$ cat src/rtl/dist_pkt_pkg.sv
// Shared constants, state/phase encodings and the sample range-check helper
// for the distance packetizer.
package dist_pkt_pkg;

    localparam logic [7:0] PKT_HDR0 = 8'hA5;
    localparam logic [7:0] PKT_HDR1 = 8'h5A;

    typedef enum logic {
        S_FILL = 1'b0,
        S_SEND = 1'b1
    } state_t;

    typedef enum logic [2:0] {
        PH_HDR0 = 3'd0,
        PH_HDR1 = 3'd1,
        PH_SEQ  = 3'd2,
        PH_CNT  = 3'd3,
        PH_HI   = 3'd4,
        PH_LO   = 3'd5,
        PH_CHK  = 3'd6
    } phase_t;

    // Full 32-bit range compare; anything outside [lo, hi] becomes the 0xFFFF marker.
    function automatic logic [15:0] dist_code(input logic [31:0] d,
                                              input logic [31:0] lo,
                                              input logic [31:0] hi);
        logic [15:0] code;
        if ((d >= lo) && (d <= hi)) begin
            code = d[15:0];
        end else begin
            code = 16'hFFFF;
        end
        return code;
    endfunction

endpackage

$ cat src/rtl/dist_pkt_buf.sv
// Simple dual-port sample RAM with a registered read port (one cycle latency),
// left without reset so it maps onto distributed or block RAM.
module dist_pkt_buf
    import dist_pkt_pkg::*;
#(
    parameter int DEPTH = 8,
    parameter int AW    = 3
) (
    input  logic          i_clk,
    input  logic          i_wr_en,
    input  logic [AW-1:0] i_wr_addr,
    input  logic [15:0]   i_wr_data,
    input  logic [AW-1:0] i_rd_addr,
    output logic [15:0]   o_rd_data
);

    logic [15:0] r_mem [DEPTH];
    logic [15:0] r_rd_data;

    // Write port and registered read port.
    always_ff @(posedge i_clk) begin
        if (i_wr_en) begin
            r_mem[i_wr_addr] <= i_wr_data;
        end
        r_rd_data <= r_mem[i_rd_addr];
    end

    assign o_rd_data = r_rd_data;

endmodule

$ cat src/rtl/dist_packetizer.sv
// Range-checks 32-bit distance samples, buffers N_POINTS 16-bit codes and sends
// them as one framed, XOR-checksummed byte packet on a valid/ready stream.
module dist_packetizer
    import dist_pkt_pkg::*;
#(
    parameter int N_POINTS = 8,
    parameter int MIN_DIST = 10000,
    parameter int MAX_DIST = 15000
) (
    input  logic        clk,
    input  logic        rst_n,
    input  logic        dist_valid,
    input  logic [31:0] dist_data,
    output logic [7:0]  tx_data,
    output logic        tx_valid,
    input  logic        tx_ready,
    output logic        tx_sop,
    output logic        tx_eop,
    output logic        busy,
    output logic [15:0] drop_cnt
);

    localparam int         AW       = (N_POINTS > 1) ? $clog2(N_POINTS) : 1;
    localparam logic [7:0] CNT_BYTE = 8'(N_POINTS);
    localparam logic [7:0] LAST_IDX = 8'(N_POINTS - 1);

    state_t      r_state, w_state;
    phase_t      r_phase, w_phase;
    logic [7:0]  r_idx, w_idx;
    logic [7:0]  r_pt, w_pt;
    logic [7:0]  r_seq, w_seq;
    logic [7:0]  r_chk, w_chk;
    logic [7:0]  r_lo, w_lo;
    logic [15:0] r_drop_cnt, w_drop_cnt;
    logic [7:0]  r_tx_data, w_tx_data;
    logic        r_tx_valid, w_tx_valid;
    logic        r_tx_sop, w_tx_sop;
    logic        r_tx_eop, w_tx_eop;

    logic [15:0]   w_code;
    logic          w_wr_en;
    logic          w_hs;
    logic [AW-1:0] w_rd_addr;
    logic [15:0]   w_rd_data;

    assign w_code    = dist_code(dist_data, 32'(MIN_DIST), 32'(MAX_DIST));
    assign w_wr_en   = (r_state == S_FILL) && dist_valid;
    assign w_hs      = r_tx_valid && tx_ready;
    // r_pt always names the next point to emit, so the RAM output is ready before it is needed.
    assign w_rd_addr = (r_pt < CNT_BYTE) ? r_pt[AW-1:0] : {AW{1'b0}};

    dist_pkt_buf #(
        .DEPTH(N_POINTS),
        .AW   (AW)
    ) u_buf (
        .i_clk    (clk),
        .i_wr_en  (w_wr_en),
        .i_wr_addr(r_idx[AW-1:0]),
        .i_wr_data(w_code),
        .i_rd_addr(w_rd_addr),
        .o_rd_data(w_rd_data)
    );

    // Next-state, byte sequencing, checksum and drop counting.
    always_comb begin
        w_state    = r_state;
        w_phase    = r_phase;
        w_idx      = r_idx;
        w_pt       = r_pt;
        w_seq      = r_seq;
        w_chk      = r_chk;
        w_lo       = r_lo;
        w_drop_cnt = r_drop_cnt;
        w_tx_data  = r_tx_data;
        w_tx_valid = r_tx_valid;
        w_tx_sop   = r_tx_sop;
        w_tx_eop   = r_tx_eop;
        case (r_state)
            S_FILL: begin
                if (dist_valid && (r_idx == LAST_IDX)) begin
                    w_idx      = 8'd0;
                    w_pt       = 8'd0;
                    w_chk      = 8'h00;
                    w_state    = S_SEND;
                    w_phase    = PH_HDR0;
                    w_tx_data  = PKT_HDR0;
                    w_tx_valid = 1'b1;
                    w_tx_sop   = 1'b1;
                    w_tx_eop   = 1'b0;
                end else if (dist_valid) begin
                    w_idx = r_idx + 8'd1;
                end else begin
                    w_idx = r_idx;
                end
            end
            S_SEND: begin
                if (dist_valid && (r_drop_cnt != 16'hFFFF)) begin
                    w_drop_cnt = r_drop_cnt + 16'd1;
                end else begin
                    w_drop_cnt = r_drop_cnt;
                end
                if (w_hs) begin
                    w_chk    = r_chk ^ r_tx_data;
                    w_tx_sop = 1'b0;
                    case (r_phase)
                        PH_HDR0: begin
                            w_phase   = PH_HDR1;
                            w_tx_data = PKT_HDR1;
                        end
                        PH_HDR1: begin
                            w_phase   = PH_SEQ;
                            w_tx_data = r_seq;
                        end
                        PH_SEQ: begin
                            w_phase   = PH_CNT;
                            w_tx_data = CNT_BYTE;
                        end
                        PH_CNT, PH_LO: begin
                            if (r_pt == CNT_BYTE) begin
                                w_phase   = PH_CHK;
                                w_tx_data = r_chk ^ r_tx_data;
                                w_tx_eop  = 1'b1;
                            end else begin
                                w_phase   = PH_HI;
                                w_tx_data = w_rd_data[15:8];
                                w_lo      = w_rd_data[7:0];
                                w_pt      = r_pt + 8'd1;
                            end
                        end
                        PH_HI: begin
                            w_phase   = PH_LO;
                            w_tx_data = r_lo;
                        end
                        PH_CHK: begin
                            w_state    = S_FILL;
                            w_phase    = PH_HDR0;
                            w_seq      = r_seq + 8'd1;
                            w_tx_data  = 8'h00;
                            w_tx_valid = 1'b0;
                            w_tx_eop   = 1'b0;
                        end
                        default: begin
                            w_state    = S_FILL;
                            w_phase    = PH_HDR0;
                            w_tx_data  = 8'h00;
                            w_tx_valid = 1'b0;
                            w_tx_eop   = 1'b0;
                        end
                    endcase
                end else begin
                    w_chk = r_chk;
                end
            end
            default: begin
                w_state    = S_FILL;
                w_tx_valid = 1'b0;
            end
        endcase
    end

    // State and output registers; reset aborts any packet in flight.
    always_ff @(posedge clk or negedge rst_n) begin
        if (!rst_n) begin
            r_state    <= S_FILL;
            r_phase    <= PH_HDR0;
            r_idx      <= 8'd0;
            r_pt       <= 8'd0;
            r_seq      <= 8'd0;
            r_chk      <= 8'h00;
            r_lo       <= 8'h00;
            r_drop_cnt <= 16'd0;
            r_tx_data  <= 8'h00;
            r_tx_valid <= 1'b0;
            r_tx_sop   <= 1'b0;
            r_tx_eop   <= 1'b0;
        end else begin
            r_state    <= w_state;
            r_phase    <= w_phase;
            r_idx      <= w_idx;
            r_pt       <= w_pt;
            r_seq      <= w_seq;
            r_chk      <= w_chk;
            r_lo       <= w_lo;
            r_drop_cnt <= w_drop_cnt;
            r_tx_data  <= w_tx_data;
            r_tx_valid <= w_tx_valid;
            r_tx_sop   <= w_tx_sop;
            r_tx_eop   <= w_tx_eop;
        end
    end

    assign tx_data  = r_tx_data;
    assign tx_valid = r_tx_valid;
    assign tx_sop   = r_tx_sop;
    assign tx_eop   = r_tx_eop;
    assign busy     = (r_state == S_SEND);
    assign drop_cnt = r_drop_cnt;

endmodule

$ cat config.mk
export PLATFORM = sky130hd
export DESIGN_NAME = dist_packetizer
export DESIGN_NICKNAME = d
export VERILOG_FILES = /design/src/rtl/dist_pkt_pkg.sv /design/src/rtl/dist_pkt_buf.sv /design/src/rtl/dist_packetizer.sv
export SDC_FILE = /design/constraint.sdc
export NUM_CORES = 1
export LEC_CHECK = 0
export ABC_AREA = 0
export BUFFER_PORTS_ARGS = -buffer_cell sky130_fd_sc_hd__buf_2
export CORE_MARGIN = 8
export CORE_UTILIZATION = 55
export DETAILED_ROUTE_END_ITERATION = 10
export GPL_ROUTABILITY_DRIVEN = 0
export PLACE_DENSITY = 0.74
export RECOVER_POWER = 50
export SYNTH_ARGS = -nofsm -noshare
export SYNTH_HDL_FRONTEND = slang
export SYNTH_HIERARCHICAL = 1
export SYNTH_SLANG_ARGS = --single-unit
$ cat constraint.sdc
create_clock -name clk -period 4.7 [get_ports clk]
set_input_delay 0.94 -clock clk [delete_from_list [all_inputs] [get_ports clk]]
set_output_delay 0.94 -clock clk [all_outputs]
set_load 0.01 [all_outputs]
==> summary.md <==
| Metric | Value |
|---|---|
| Status | `finished, violations left` |
| Violated checks | `max-capacitance violations, max-slew violations` |
| Area grow syn2layout | `14.1%` |
| Hold EP | `r_lo[5]` |
| LEAKAGE | `3.67 nW` |
| Max_cap viols | `1` |
| Worst-Skew Late Latency | `0.51 ns` |
| Wirelength per Cell | `20.4 um` |
| Hold depth | `1` |
| Clock skew | `0.0168 ns` |
| Startpoint Class | `input port` |
| Final core utilization | `63.9%` |
| Mapped Area | `0.00922 mm2` |
| DRT Pass-1 Iters | `5` |
| Critical-path top delay cell | `clkbuf_1` |
| Slowest cell delay on critical path | `0.93 ns` |
| CORE AREA | `0.0165 mm2` |
| Htree depth | `1` |
| Tot Pwr | `5.80 mW` |
| Main synth FF type | `edfxtp_1` |
| Full die area | `0.0212 mm2` |
| Reg-to-Reg End | `u_buf/r_mem[0][3]` |
| CP Class | `in -> reg` |
| Rel. slew slack | `-19.8%` |
| Hold buffer count at cts | `0` |
| R2r worst-path depth | `4` |
| Io pins | `64` |
| Setup Viol. Count Final | `0` |
| Vias in the first global route | `5831` |
| Setup bufs post-CTS | `0` |
| Post-synth EDFFs | `128` |
| Initial antenna violation count | `0` |
| Root Buffer Master | `clkbuf_16` |
| Synth Area per Inst | `15.0 um2` |
| Total GRT Usage | `17.9%` |
| CTS buffer count | `23` |
| Least-Margin Pin Slew | `1.80 ns` |
| Bufs and invs on worst path | `2` |
| Clock buffer depth | `3` |
| Layout cells sized above 1 | `16.8%` |
| Async set-reset flop share out of synthesis | `33.0%` |
| R2r startpoint | `busy` |
| CTS tree | `built` |
| Max-slew violations | `34` |
| Hold Crit Start | `u_buf/o_rd_data[5]` |
| Ant diodes | `0` |
| RSZ-0062 raised after global routing | `false` |
| R2R Setup Slk | `1.94 ns` |
| Post-Route WL | `18.9 mm` |
| Die X | `145 um` |
| Clk sinks | `215` |
| Hpwl dp | `12.0 mm` |
| Vias | `5612` |
| Synth warn | `6` |
| Die height | `145 um` |
| Synth cell types | `60` |
| Minimum clock period | `2.76 ns` |
| IO Port Bufs | `63` |
| ANT nets after route | `0` |
| VDD IR max | `0.000360 V` |
| Gr ovfl total | `0` |
| Multi-input logic area | `0.00314 mm2` |
| Setup_tns | `0 ns` |
| DRC violations left | `0` |
| Final Hold Vio Count | `0` |
| Min-Delay Path Class | `reg -> reg` |
| Number of core rows | `47` |
| Register bit total from synthesis | `215` |
| Global-route wire length before repair | `30.5 mm` |
| Register area | `0.00594 mm2` |
| Post-cts resize count | `0` |
| Fmax | `363 MHz` |
| Crit share post-route | `58.7%` |
| Pwr per Cell Area | `551 mW/mm2` |
| Pin count of the biggest net entering global routing | `40` |
| Clk pin slew, worst setup/hold paths | `0.06 ns` |
| CP endpoint kind | `flip-flop` |
| Synth Instances | `614` |
| Top delay family on crit path | `buffers and inverters` |
| Critical path arrival | `2.87 ns` |
| Initial core utilization | `56.0%` |
| Via-to-Cell Ratio | `6.04` |
| Iteration-0 DRC Markers | `346` |
| Critical Path Fanout Max | `16` |
| Final net count | `734` |
| Fillers | `1218` |
| Crit path cell chain | `buf_2, nor2b_1, nand2b_1, nor3_1, clkbuf_1` |
| Share of the yosys chip area belonging to registers | `64.4%` |
| Worst EP required | `4.81 ns` |
==> cell type report <==
class | count | share of cell area, %
Clock inverter | 12 | 1.33
Multi-Input combinational cell | 366 | 29.9
Tap cell | 220 | 2.62
Sequential cell | 215 | 56.5
Timing Repair Buffer | 76 | 3.45
Inverter | 11 | 0.392
Clock buffer | 29 | 5.87
==> per-stage QoR <==
stage / setup slack, ns / instance area (um2) / cells / hold WS [ns]
2_1_floorplan: 1.72 / 9250 / 621 / 0.437
3_3_place_gp: 1.74 / 9820 / 888 / 0.446
3_5_place_dp: 1.62 / 9820 / 888 / 0.448
4_1_cts: 1.95 / 10600 / 929 / 0.457
5_1_grt: 1.73 / 10500 / 929 / 0.480
6_report: 1.94 / 10500 / 929 / 0.457
==> power by group <==
part	leakage, nW	switching (mW)	internal (mW)	total (mW)
logic	1.21	0.698	0.625	1.32
clock network	0.366	0.707	1.09	1.80
registers	2.09	0.327	2.35	2.68
==> registers in the layout, summed over array words and instances (netlist names) <==
signal / flops
u_buf/r_mem: 128
drop_cnt: 16
u_buf/o_rd_data: 16
r_chk: 8
r_idx: 8
r_lo: 8
r_pt: 8
r_seq: 8
tx_data: 8
r_phase: 3
busy: 1
tx_eop: 1
tx_sop: 1
tx_valid: 1
==> worst max-delay path by stage <==
stage | start | to | slack, ns | cells after the start
5_1_grt | busy | r_lo[4] | 1.73 | 4
4_1_cts | r_pt[6] | u_buf/o_rd_data[9] | 1.95 | 5
2_1_floorplan | dist_valid | u_buf/r_mem[0][0] | 1.72 | 4
3_5_place_dp | tx_ready | r_lo[1] | 1.62 | 5
3_3_place_gp | tx_ready | r_lo[2] | 1.74 | 5
6_report | dist_valid | u_buf/r_mem[0][3] | 1.94 | 5
==> layout by cell type, fill, tap and decap left out, types with 4 or more instances in the layout <==
cell / netlist / layout
dfxtp_1: 16 / 16
o311a_1: 4 / 4
nand4_1: 15 / 15
xor2_1: 7 / 7
and2_1: 8 / 7
nor2_1: 29 / 29
a21oi_1: 15 / 15
nor4bb_1: 8 / 8
nand2b_1: 9 / 9
dfrtp_1: 71 / 71
clkbuf_16: 0 / 23
xnor2_1: 26 / 26
a31oi_1: 6 / 6
nor4_1: 7 / 7
nand2_1: 20 / 20
nand3_1: 14 / 14
buf_2: 3 / 35
nor3_1: 17 / 13
and3_1: 6 / 6
edfxtp_1: 128 / 128
mux2_2: 29 / 29
inv_1: 11 / 11
ha_1: 5 / 5
clkbuf_1: 15 / 36
o221ai_1: 4 / 4
mux4_2: 4 / 4
nand3b_1: 13 / 13
buf_4: 0 / 9
mux4_1: 28 / 28
and4_1: 5 / 5
o21ai_0: 30 / 30
conb_1: 1 / 8
nor2b_1: 5 / 5
==> kinds of logic (layout without fill, tap and decap cells) <==
kind of cell / count (synthesis) / in the layout / synth area share [%]
buffers and inverters: 40 / 128 / 2.09
adders and majority gates: 5 / 5 / 0.679
AOI/OAI and AO/OA: 90 / 90 / 6.45
muxes: 62 / 62 / 12.6
DFF: 215 / 215 / 64.4
xor gates and xnor gates: 33 / 33 / 3.14
and+or+nand+nor: 168 / 168 / 10.6
other: 1 / 8 / 0.0407
==> cell usage after synthesis (7+ instances only) <==
master,instances,share of area (%)
dfrtp_1,71,19
dfxtp_1,16,3.5
nor4bb_1,8,0.87
mux2_2,29,3.5
xor2_1,7,0.67
nand2_1,20,0.81
nor3_1,17,0.92
and2_1,8,0.54
inv_1,11,0.45
nor2_1,29,1.2
nor4_1,7,0.48
xnor2_1,26,2.5
mux4_1,28,8.0
nand3b_1,13,1.1
o21ai_0,30,1.6
edfxtp_1,128,42
nand4_1,15,1.0
nand2b_1,9,0.61
a21oi_1,15,0.81
nand3_1,14,0.76
clkbuf_1,15,0.61
==> worst reg2reg max path, cell delays in order, from the launching register on <==
cell	delay (ns)
dfrtp_1	0.53
nor2b_1	0.51
nand2b_1	0.21
nor3_1	0.18
clkbuf_1	0.93
==> metal layers <==
layer / vias to the layer above / track usage (%) / wire, um
met4: 0 / 6.66 / 427
met3: 41 / 3.48 / 1070
met2: 196 / 29.9 / 9220
li1: 2564 / - / -
met5: - / 0 / 0
met1: 2811 / 22.7 / 8190
No activity file was read; power rests on OpenSTA's default activity.
